`config.mk`:
```
export PLATFORM = sky130hd
export DESIGN_NAME = multi_tick_generator
export DESIGN_NICKNAME = d
export VERILOG_FILES = /design/src/rtl/multi_tick_generator_pkg.sv /design/src/rtl/multi_tick_generator_tick_channel.sv /design/src/rtl/multi_tick_generator.sv
export SDC_FILE = /design/constraint.sdc
export NUM_CORES = 1
export LEC_CHECK = 0
export ABC_CLOCK_PERIOD_IN_PS = 9600
export CAP_MARGIN = 0
export CORE_AREA = 2 2 136 138
export DETAILED_ROUTE_END_ITERATION = 10
export DIE_AREA = 0 0 138 140
export PLACE_DENSITY = 0.62
export RECOVER_POWER = 100
export SYNTH_ARGS = -nofsm -noshare
export SYNTH_HDL_FRONTEND = slang
export SYNTH_SLANG_ARGS = --single-unit
```
`constraint.sdc`:
```
create_clock -name FPGAClock -period 9.6 [get_ports FPGAClock]
set_clock_uncertainty 0.2 [all_clocks]
set_input_delay 1.92 -clock FPGAClock [delete_from_list [all_inputs] [get_ports FPGAClock]]
set_output_delay 1.92 -clock FPGAClock [all_outputs]
set_load 0.02 [all_outputs]
```
`src/rtl/multi_tick_generator_pkg.sv`:
```
// Shared definitions for the multi-channel tick generator: rule priority
// encoding, default reset period and the channel-select width helper.
package multi_tick_generator_pkg;

  localparam int unsigned DEFAULT_RESET_PERIOD = 1;

  // Per-channel update rules, listed in priority order
  typedef enum logic [1:0] {
    RULE_WRITE  = 2'd0,
    RULE_HOLD   = 2'd1,
    RULE_EXPIRE = 2'd2,
    RULE_COUNT  = 2'd3
  } rule_e;

  // ceil(log2(n)) with a floor of 1, so a single channel still gets a select bit
  function automatic int unsigned clog2_min1(input int unsigned n);
    int unsigned r;
    r = 0;
    for (int unsigned i = 0; i < 32; i++) begin
      if ((33'd1 << i) < 33'(n)) r = i + 1;
    end
    return (r < 1) ? 1 : r;
  endfunction

endpackage

```
`src/rtl/multi_tick_generator_tick_channel.sv`:
```
// One tick channel: programmable down-counter producing a one-cycle strobe,
// periodic or one-shot, with a run enable that freezes the phase.
module tick_channel
  import multi_tick_generator_pkg::*;
#(
  parameter int unsigned nrOfBits    = 16,
  parameter int unsigned resetPeriod = DEFAULT_RESET_PERIOD
) (
  input  logic                clk,
  input  logic                rst_n,
  input  logic                wr,
  input  logic [nrOfBits-1:0] wrPeriod,
  input  logic                wrOneShot,
  input  logic                en,
  output logic                tick,
  output logic                run
);

  localparam logic [nrOfBits-1:0] RST_PERIOD =
    (resetPeriod == 0) ? nrOfBits'(1) : nrOfBits'(resetPeriod);

  logic [nrOfBits-1:0] period_q, period_d;
  logic [nrOfBits-1:0] count_q, count_d;
  logic                one_shot_q, one_shot_d;
  logic                run_q, run_d;
  logic                tick_q, tick_d;
  logic [nrOfBits-1:0] wr_period_c;
  rule_e               rule_c;

  // Rule selection and next-state; a zero period is promoted to one
  always_comb begin
    wr_period_c = (wrPeriod == '0) ? nrOfBits'(1) : wrPeriod;
    period_d    = period_q;
    count_d     = count_q;
    one_shot_d  = one_shot_q;
    run_d       = run_q;
    tick_d      = 1'b0;

    if (wr)                      rule_c = RULE_WRITE;
    else if (!en || !run_q)      rule_c = RULE_HOLD;
    else if (count_q == '0)      rule_c = RULE_EXPIRE;
    else                         rule_c = RULE_COUNT;

    case (rule_c)
      RULE_WRITE: begin
        period_d   = wr_period_c;
        one_shot_d = wrOneShot;
        count_d    = wr_period_c - nrOfBits'(1);
        run_d      = 1'b1;
      end
      RULE_HOLD: begin
        tick_d = 1'b0;
      end
      RULE_EXPIRE: begin
        tick_d  = 1'b1;
        count_d = period_q - nrOfBits'(1);
        if (one_shot_q) run_d = 1'b0;
      end
      default: begin
        count_d = count_q - nrOfBits'(1);
      end
    endcase
  end

  always_ff @(posedge clk or negedge rst_n) begin
    if (!rst_n) begin
      period_q   <= RST_PERIOD;
      count_q    <= '0;
      one_shot_q <= 1'b0;
      run_q      <= 1'b1;
      tick_q     <= 1'b0;
    end else begin
      period_q   <= period_d;
      count_q    <= count_d;
      one_shot_q <= one_shot_d;
      run_q      <= run_d;
      tick_q     <= tick_d;
    end
  end

  assign tick = tick_q;
  assign run  = run_q;

endmodule

```
`src/rtl/multi_tick_generator.sv`:
```
// Multi-channel tick generator: decodes configuration writes to one channel
// and replicates an independent tick_channel per output bit.
module multi_tick_generator
  import multi_tick_generator_pkg::*;
#(
  parameter  int unsigned nrOfBits     = 16,
  parameter  int unsigned nrOfChannels = 4,
  parameter  int unsigned resetPeriod  = DEFAULT_RESET_PERIOD,
  localparam int unsigned chanBits     = clog2_min1(nrOfChannels)
) (
  input  logic                    FPGAClock,
  input  logic                    FPGAResetN,
  input  logic                    cfgWrite,
  input  logic [chanBits-1:0]     cfgChannel,
  input  logic [nrOfBits-1:0]     cfgPeriod,
  input  logic                    cfgOneShot,
  input  logic [nrOfChannels-1:0] enable,
  output logic [nrOfChannels-1:0] FPGATick,
  output logic [nrOfChannels-1:0] running
);

  logic [nrOfChannels-1:0] wr_sel_c;

  // One-hot write select; selects beyond the last channel match nothing
  always_comb begin
    wr_sel_c = '0;
    for (int unsigned i = 0; i < nrOfChannels; i++) begin
      wr_sel_c[i] = cfgWrite && (cfgChannel == chanBits'(i));
    end
  end

  for (genvar g = 0; g < int'(nrOfChannels); g++) begin : g_chan
    tick_channel #(
      .nrOfBits    (nrOfBits),
      .resetPeriod (resetPeriod)
    ) u_chan (
      .clk       (FPGAClock),
      .rst_n     (FPGAResetN),
      .wr        (wr_sel_c[g]),
      .wrPeriod  (cfgPeriod),
      .wrOneShot (cfgOneShot),
      .en        (enable[g]),
      .tick      (FPGATick[g]),
      .run       (running[g])
    );
  end

endmodule

```
# Word-level counts from Yosys, hierarchy flattened
# Cells that the tools add are included.
# classes
div_mod_pow	0
muxes	29
eq_ne	15
order_cmp	0
mul	0
n_reduce_logical	34
n_bitwise	0
shifts	0
addsub	9
# op_table
cell	count
16-bit one-hot mux with 3 select lines	4
16-bit by 1-bit subtractor with 16-bit output (second input constant)	9
16-bit logical NOT	5
16-bit two-way mux	1
2-bit two-way mux	8
2-bit equality test (second input constant)	6
1-bit two-way mux	12
2-bit by 1-bit equality test with 1-bit output (second input constant)	5
2-bit logical NOT	5
1-bit logical NOT	8
2-bit by 1-bit inequality test with 1-bit output (second input constant)	4
1-bit one-hot mux with 2 select lines	4
2-bit AND reduction	4
2-bit nonzero test	4
1-bit logical AND	4
1-bit logical OR	4
# totals
latch_bits	0
n_memories	0
mem_bits_ro	0
out_inout_bits	8
register_bits	140
ramBits	0

# Depth between registers and ports, before layout
# Gate-level depths: netlist of run 1.
# depth
word_depth	7
depth_mapped	15

# By module
# From an unflattened synthesis of run 1, not the netlist that was laid out.
# unflattened
cells_unflattened	932
hier_area_um2	8846.0
# modules_own_cells
mod	area_each_um2	cells_per_inst	instances	seq_area_each_um2
tick_channel	2202.1	232	4	878.3
multi_tick_generator	37.5	4	1	0.0

# Least setup slack after synthesis of run 1
# OpenSTA, ideal clock, no wires.
# synth_timing
kind	input to register
from	in cfgChannel[1]
to	reg g_chan[0].u_chan.count_q[14]
t_required_ns	9.257
n_path_buf	3
setup_slack_ns	4.333
t_arrival_ns	4.923
path_stages	15
cell_sequence	buf_2 -> or3b_1 -> clkbuf_1 -> nand2_1 -> nor3_1 -> clkbuf_1 -> a21oi_1 -> ha_1 -> or3b_2 -> nor2_1 -> o41ai_1 -> a211o_1 -> or4_1 -> nand3_1 -> a22oi_1
# synth_between
elab_chain_len	5
word_cells_on_any_way	7
classes_between	eq/ne: 2; mux: 2; reduce/logical: 3
# synth_lines
item	line_no	source
start: declaration	multi_tick_generator.sv:14	input logic [chanBits-1:0] cfgChannel,
2-bit logical NOT *	multi_tick_generator.sv:28	wr_sel_c[i] = cfgWrite && (cfgChannel == chanBits'(i));
1-bit logical AND *	multi_tick_generator.sv:28	
2-bit two-way mux *	multi_tick_generator_tick_channel.sv:39	if (wr) rule_c = RULE_WRITE;
2-bit equality test, or another cell as far along	multi_tick_generator_tick_channel.sv:44	case (rule_c)
16-bit one-hot mux with 3 select lines	multi_tick_generator_tick_channel.sv:44	
end signal: assignment	multi_tick_generator_tick_channel.sv:74	count_q <= count_d;
end: declaration	multi_tick_generator_tick_channel.sv:23	logic [nrOfBits-1:0] count_q, count_d;
# Mark *: on every way between the ends. The rest lies on a longest branch, timed or not.
# A chain may end at the register's enable or synchronous reset.

# Worst setup path in the final report of run 1
# layout_timing
from	in cfgChannel[0]
to	reg g_chan[2].u_chan.count_q[12]
# layout_between
elab_chain_len	5
word_cells_on_any_way	7
classes_between	eq/ne: 3; mux: 2; reduce/logical: 2
# layout_lines
item	line_no
2-bit equality test *	multi_tick_generator.sv:28
1-bit logical AND *	multi_tick_generator.sv:28
2-bit two-way mux *	multi_tick_generator_tick_channel.sv:39
2-bit equality test, or another cell as far along	multi_tick_generator_tick_channel.sv:44
16-bit one-hot mux with 3 select lines	multi_tick_generator_tick_channel.sv:44
end signal: assignment	multi_tick_generator_tick_channel.sv:74
end: declaration	multi_tick_generator_tick_channel.sv:23
# Marked as above.

==> results.json, run 1 <==
{
  "clk_pin_slew_ns": 0.06,
  "cp_common_cell": "clkbuf_1",
  "finalCritPeriodShare_pct": 76.9,
  "die_area_um2": 19300,
  "min-delay-start": "g_chan[2].u_chan.one_shot_q",
  "vias": 8064,
  "wl_um": 25800,
  "numCtsBuffers": 17,
  "hp-class": "reg -> reg",
  "drc": 0,
  "ant_nets": 0,
  "cp.arrival_ns": 7.41,
  "antenna_found_initial": 0,
  "peakVddDrop_mv": 0.130,
  "root_buffer": "clkbuf_16",
  "drt-pass1-iter-count": 5,
  "post-dp-hpwl_um": 16800,
  "hold_depth": 1,
  "grt_pass1_wl_um": 41300,
  "cts_resized": 0,
  "p_leak_uw": 0.00389,
  "clockBufferDepth": 2,
  "port_buffers": 33,
  "yosysUniqueCellTypes": 81,
  "grt_max_degree": 74,
  "seq_area_frac_synth_pct": 40.2,
  "met2WireLength_um": 11600,
  "synth_area_um2": 8730,
  "cts_hold_buffers": 0,
  "power_density_nw_per_um2": 208,
  "core_area_um2": 17800,
  "setup_violations": 0,
  "fin_area_um2": 9590,
  "rr_startpoint": "g_chan[2].u_chan.run",
  "wl_met3_um": 1420,
  "critPathKind": "in -> reg",
  "maxCapViolCount": 6,
  "critical_path_buf_inv_count": 3,
  "yosysTopAreaCell": "dfrtp_1",
  "synthArstFlopShare_pct": 100,
  "grt_usage_pct": 26.7,
  "nets": 1077,
  "worst_skew_pair.late_latency_ns": 0.43,
  "synthFlopType": "dfrtp_1",
  "status": "complete, but fails checks",
  "cp-end-kind": "register",
  "wl_met1_um": 12300,
  "cts_tree": "built",
  "drive_above_1_share_pct": 7.37,
  "required_ns": 9.62,
  "cts.sinks": 140,
  "worst-path-max-fanout": 44,
  "io_pins": 34,
  "syn_area_per_cell_um2": 8.28,
  "start_util_pct": 49.1,
  "critPathSlowestCell": "clkbuf_1",
  "slowest_delay_ns": 1.42,
  "slew_violations": 313,
  "place.gp.congestion": 0.903,
  "synth_nets": 1085,
  "critPathLaunchType": "input port",
  "finalHoldViolations": 0,
  "nFillCells": 1698,
  "yosys-top-cells-area": "dfrtp_1 38%, nand2_1 10%, a21oi_1 4.6%, o21ai_0 3.7%, nor2_1 2.8%",
  "yosysTopAreaCellShare_pct": 37.8,
  "num_rows": 49,
  "finalPower_uw": 2000,
  "min_period_ns": 7.39,
  "fin_tns_setup_ns": 0,
  "dieHeight_um": 140,
  "rsz0062_at_grt": "no",
  "fp.dieW_um": 138,
  "slew_headroom_pct": -163,
  "overflow": 0,
  "violations": "max-capacitance violations, max-slew violations",
  "routed.top_layer": "met4",
  "cp_top_family": "buffers and inverters",
  "path_cells": "dlygate4sd3_1 -> nand3b_2 -> clkbuf_1 -> nand4_1 -> nor4_1 -> clkbuf_1 -> a21oi_1 -> ha_1 -> nand2b_1 -> nor2_1 -> nor4bb_1 -> mux2i_1 -> nand4bb_1 -> nor3b_1 -> o22ai_1",
  "yosysWarnings": 0,
  "wire_per_inst_um": 20.0,
  "clock.fmax_mhz": 135,
  "cts.htree.levels": 4,
  "timing.reg2reg.setup_slack_ns": 5.00,
  "worst_pin_slew_ns": 3.95,
  "hold_end": "g_chan[2].u_chan.run",
  "viasPerCell": 6.26,
  "post_cts_buffers": 0,
  "antenna_cells": 0,
  "placed_cell_area_um2": 9040,
  "grt_pass1_vias": 7432,
  "synth_cells": 1054,
  "synth_seq_cells": 140,
  "synth-edff-count": 0,
  "rr_endpoint": "g_chan[2].u_chan.count_q[12]",
  "drtIter0Drc": 691,
  "area_delta_synth_final_pct": 9.89,
  "reg2reg_depth": 13
}
worst max-delay path by stage:
stage | end | start | cells after the start
after floorplan | g_chan[0].u_chan.count_q[14] | cfgChannel[1] | 15
after global placement | g_chan[3].u_chan.count_q[10] | cfgChannel[1] | 14
after detailed placement | g_chan[3].u_chan.count_q[10] | cfgChannel[1] | 14
after CTS | g_chan[3].u_chan.count_q[10] | cfgChannel[1] | 14
after global routing | g_chan[2].u_chan.count_q[12] | cfgChannel[0] | 15
final | g_chan[2].u_chan.count_q[12] | cfgChannel[0] | 15
metal layers:
layer	global-route usage [%]	vias up
met1	38.9	3917
met2	41.1	254
li1	-	3854
met3	4.85	39
met5	0	-
met4	7.04	0
placed cells by master (no fill, tap or decap), types with 9 or more instances in the layout:
cell type	count
o31ai_1	9
and2_1	12
a211oi_1	11
clkbuf_1	9
nor2_1	64
clkdlybuf4s50_1	21
or2_2	9
dfrtp_1	132
xnor2_1	9
inv_1	10
a21o_1	14
xor2_1	13
or3_1	16
nor3_1	39
o21ai_0	66
or4_1	15
nand2_1	240
a21oi_1	80
o22ai_1	10
clkbuf_16	17
mux2i_1	9
nand3_1	18
nor4_1	18
a31oi_1	9
dlygate4sd3_1	11
o221ai_1	14
o211ai_1	15
a22oi_1	14
synthesized netlist by cell type (10+ instances only):
cell type and n:
nand2_1 240, dfrtp_1 132, a21oi_1 80, o21ai_0 65
nor2_1 64, clkbuf_1 43, nor3_1 39, nand3_1 18
nor4_1 16, or3_1 16, o211ai_1 15, or4_1 15
a21o_1 14, a22oi_1 14, and2_1 14, o221ai_1 14
xor2_1 13, a211oi_1 11, inv_1 10, o22ai_1 10
logic make-up (layout without fill, tap and decap cells):
kind of cell	Yosys count	count (layout)	share of synthesized area, %
adder cells (fa/ha/maj)	5	5	0.717
flip-flops	140	140	40.2
AO/OA/AOI/OAI	301	301	23.0
XOR/XNOR	22	22	2.21
multiplexers	10	10	1.16
buffers and inverters	80	85	5.02
AND/OR/NAND/NOR	496	496	27.7
state kept, by name, summed over array words and instances, names as in the netlist:
| register | cells |
|---|---|
| g_chan.u_chan.one_shot_q | 4 |
| g_chan.u_chan.tick | 4 |
| g_chan.u_chan.count_q | 64 |
| g_chan.u_chan.period_q | 64 |
| g_chan.u_chan.run | 4 |
where the power goes:
part	internal, uW	switching, uW	total, uW
clock	413	279	692
combinational	188	251	439
sequential	715	153	867
area by class of cell:
| class | count | area, um2 | area share (%) |
|---|---|---|---|
| timing repair buffer | 43 | 367 | 3.82 |
| clock buffer | 17 | 425 | 4.43 |
| clock inverter | 15 | 193 | 2.01 |
| inverter | 10 | 37.5 | 0.391 |
| sequential | 140 | 3510 | 36.6 |
| tap | 229 | 287 | 2.99 |
| multi-input combinational | 834 | 4770 | 49.7 |
metrics by stage:
step	instances	util, %	hold WS (ns)	setup slack [ns]
after global placement	1256	50.8	0.194	3.38
after floorplan	1054	-	0.183	4.33
after global routing	1288	54.0	0.233	1.85
after CTS	1288	54.3	0.212	3.74
final	1288	54.0	0.207	2.21
after detailed placement	1256	50.8	0.202	3.29
No activity file was read; power rests on OpenSTA's default activity.
==> run 2: changes to the inputs <==
- ABC_CLOCK_PERIOD_IN_PS: 9600 -> 6460
- PLACE_DENSITY: 0.62 -> 0.65
- clock period: 9.6 -> 6.46 ns (I/O delays scaled with it)
==> run 2 against run 1 <==
Compared with the run above:
- total power grew 48%
- global-route usage grew 0.49 points
- largest cell class unchanged
- critical path type unchanged
- clock-buffer cell count grew 1
- the flow still finishes with violations (max-capacitance violations, max-slew violations)
- final cell count is the same
- sequential share of layout area is essentially flat
- flip-flop and latch count is the same
==> results.json, run 2 (synthesis results as in run 1) <==
{
  "rsz0062_at_grt": "no",
  "layout_commonest_cell": "nand2_1",
  "hp-class": "reg -> reg",
  "cp.arrival_ns": 5.34,
  "grt_pass1_vias": 7565,
  "finalCritPeriodShare_pct": 81.2,
  "required_ns": 6.55,
  "drive_above_1_share_pct": 7.46,
  "io_pins": 34,
  "drtIter0Drc": 859,
  "worst_skew_pair.late_latency_ns": 0.43,
  "grt_usage_pct": 27.1,
  "nets": 1077,
  "rr_startpoint": "g_chan[0].u_chan.run",
  "status": "complete, but fails checks",
  "drc": 0,
  "cts_hold_buffers": 0,
  "viasPerCell": 6.31,
  "critPathSlowestCell": "clkbuf_1",
  "post-dp-hpwl_um": 17100,
  "fp.dieW_um": 138,
  "power_switching_uw": 1000,
  "violations": "max-capacitance violations, max-slew violations",
  "start_util_pct": 49.1,
  "finalPower_uw": 2960,
  "root_buffer": "clkbuf_16",
  "seq_power_share_pct": 43.5,
  "swShare_pct": 33.9,
  "grt_max_degree": 94,
  "wl_um": 26000,
  "crit_start": "cfgChannel[1]",
  "overflow": 0,
  "die_area_um2": 19300,
  "rr_endpoint": "g_chan[0].u_chan.count_q[14]",
  "dieHeight_um": 140,
  "grtUsageMet3_pct": 5.44,
  "area_delta_synth_final_pct": 9.83,
  "timing.reg2reg.setup_slack_ns": 2.30,
  "p_leak_uw": 0.00388,
  "antenna_found_initial": 0,
  "top_regs": "g_chan.u_chan.count_q (64), g_chan.u_chan.period_q (64)",
  "fin_tns_setup_ns": 0,
  "seq_area_um2": 3510,
  "worstSetupPathDepth": 9,
  "reg2reg_depth": 8,
  "peakVddDrop_mv": 0.272,
  "cts.htree.levels": 4,
  "multi_input_area_um2": 4760,
  "vias": 8126,
  "critPathLaunchType": "input port",
  "worst_pin_slew_ns": 2.57,
  "nFillCells": 1661,
  "worst-path-max-fanout": 46,
  "core_area_um2": 17800,
  "slew_headroom_pct": -71.1,
  "maxCapViolCount": 4,
  "path_cells": "dlygate4sd3_1 -> nand3_1 -> clkbuf_1 -> nand4_1 -> nor4_1 -> nand2_1 -> a21oi_1 -> nor3_1 -> a2111oi_0",
  "ant_nets": 0,
  "pwr-share-comb_pct": 22.1,
  "crit_path_end": "g_chan[3].u_chan.count_q[13]",
  "finalHoldViolations": 0,
  "grt_pass1_wl_um": 41800,
  "wire_per_inst_um": 20.2,
  "slew_violations": 145,
  "clk_pin_slew_ns": 0.06,
  "clkPwrFrac_pct": 34.3,
  "critical_path_buf_inv_count": 2,
  "cts.sinks": 140,
  "cts_tree": "built",
  "groute.layer.met2.usage_pct": 41.3,
  "grt.busiest_layer": "met2",
  "drt-pass1-iter-count": 5,
  "grt_use_met1_pct": 39.4,
  "num_rows": 49,
  "intPower_uw": 1960,
  "cp-end-kind": "register",
  "post_cts_buffers": 0,
  "power_density_nw_per_um2": 309,
  "antenna_cells": 0,
  "cp_top_family": "buffers and inverters",
  "numCtsBuffers": 17,
  "layout_common_cells": "240 x nand2_1, 132 x dfrtp_1, 80 x a21oi_1",
  "clockBufferDepth": 2,
  "critPathKind": "in -> reg",
  "port_buffers": 33,
  "cts_resized": 0,
  "place.gp.congestion": 0.878,
  "min_period_ns": 5.24,
  "clock.fmax_mhz": 191,
  "setup_violations": 0,
  "slowest_delay_ns": 1.35
}
run 2: cell types whose count changed in the layout (fill, tap and decap cells not counted), sizes merged:
cell,change
clkinvlp,+1
dlygate4sd3,+2
buf,+3
inv,-2
clkdlybuf4s50,-2
clkbuf,-2
run 2: per-stage QoR:
stage,utilization (%),hold slack (ns),area (um2),worst slack (ns),instances
6_report,53.9,0.210,9590,1.22,1288
2_1_floorplan,-,0.183,8730,1.82,1054
5_1_grt,53.9,0.231,9590,0.851,1288
3_5_place_dp,50.8,0.203,9040,0.984,1256
3_3_place_gp,50.8,0.193,9040,1.08,1256
4_1_cts,54.3,0.212,9650,1.40,1288
run 2: worst min-delay path by stage:
stage | start | endpoint | slack (ns) | cells after the start
CTS | g_chan[2].u_chan.one_shot_q | g_chan[2].u_chan.run | 0.21 | 1
floorplan | g_chan[0].u_chan.one_shot_q | g_chan[0].u_chan.run | 0.18 | 1
global placement | g_chan[2].u_chan.one_shot_q | g_chan[2].u_chan.run | 0.19 | 1
detailed placement | g_chan[2].u_chan.one_shot_q | g_chan[2].u_chan.run | 0.20 | 1
global route | g_chan[0].u_chan.one_shot_q | g_chan[0].u_chan.run | 0.23 | 1
finish | g_chan[3].u_chan.one_shot_q | g_chan[3].u_chan.run | 0.21 | 1
run 2: final cells by class:
class	instances	area share (%)
flip-flops and latches	140	36.6
clock inverters	14	1.79
well taps	229	2.99
clock buffers	18	4.58
multi-input cells	834	49.6
repair buffers	43	3.97
inverters	10	0.391
run 2: layer usage:
layer | share of wire (%) | vias up
met4 | 2.2 | 0
met5 | 0 | -
met2 | 45 | 287
li1 | - | 3846
met3 | 6.3 | 39
met1 | 46 | 3954
run 2: power groups by stage:
| stage | Clock, uW | Combinational [uW] | Sequential (uW) |
|---|---|---|---|
| finish | 1020 | 656 | 1290 |
| global route | 1060 | 745 | 1320 |
| CTS | 1030 | 658 | 1280 |
| detailed placement | 0 | 653 | 1290 |
| global placement | 0 | 640 | 1290 |
| floorplan | 0 | 518 | 1220 |
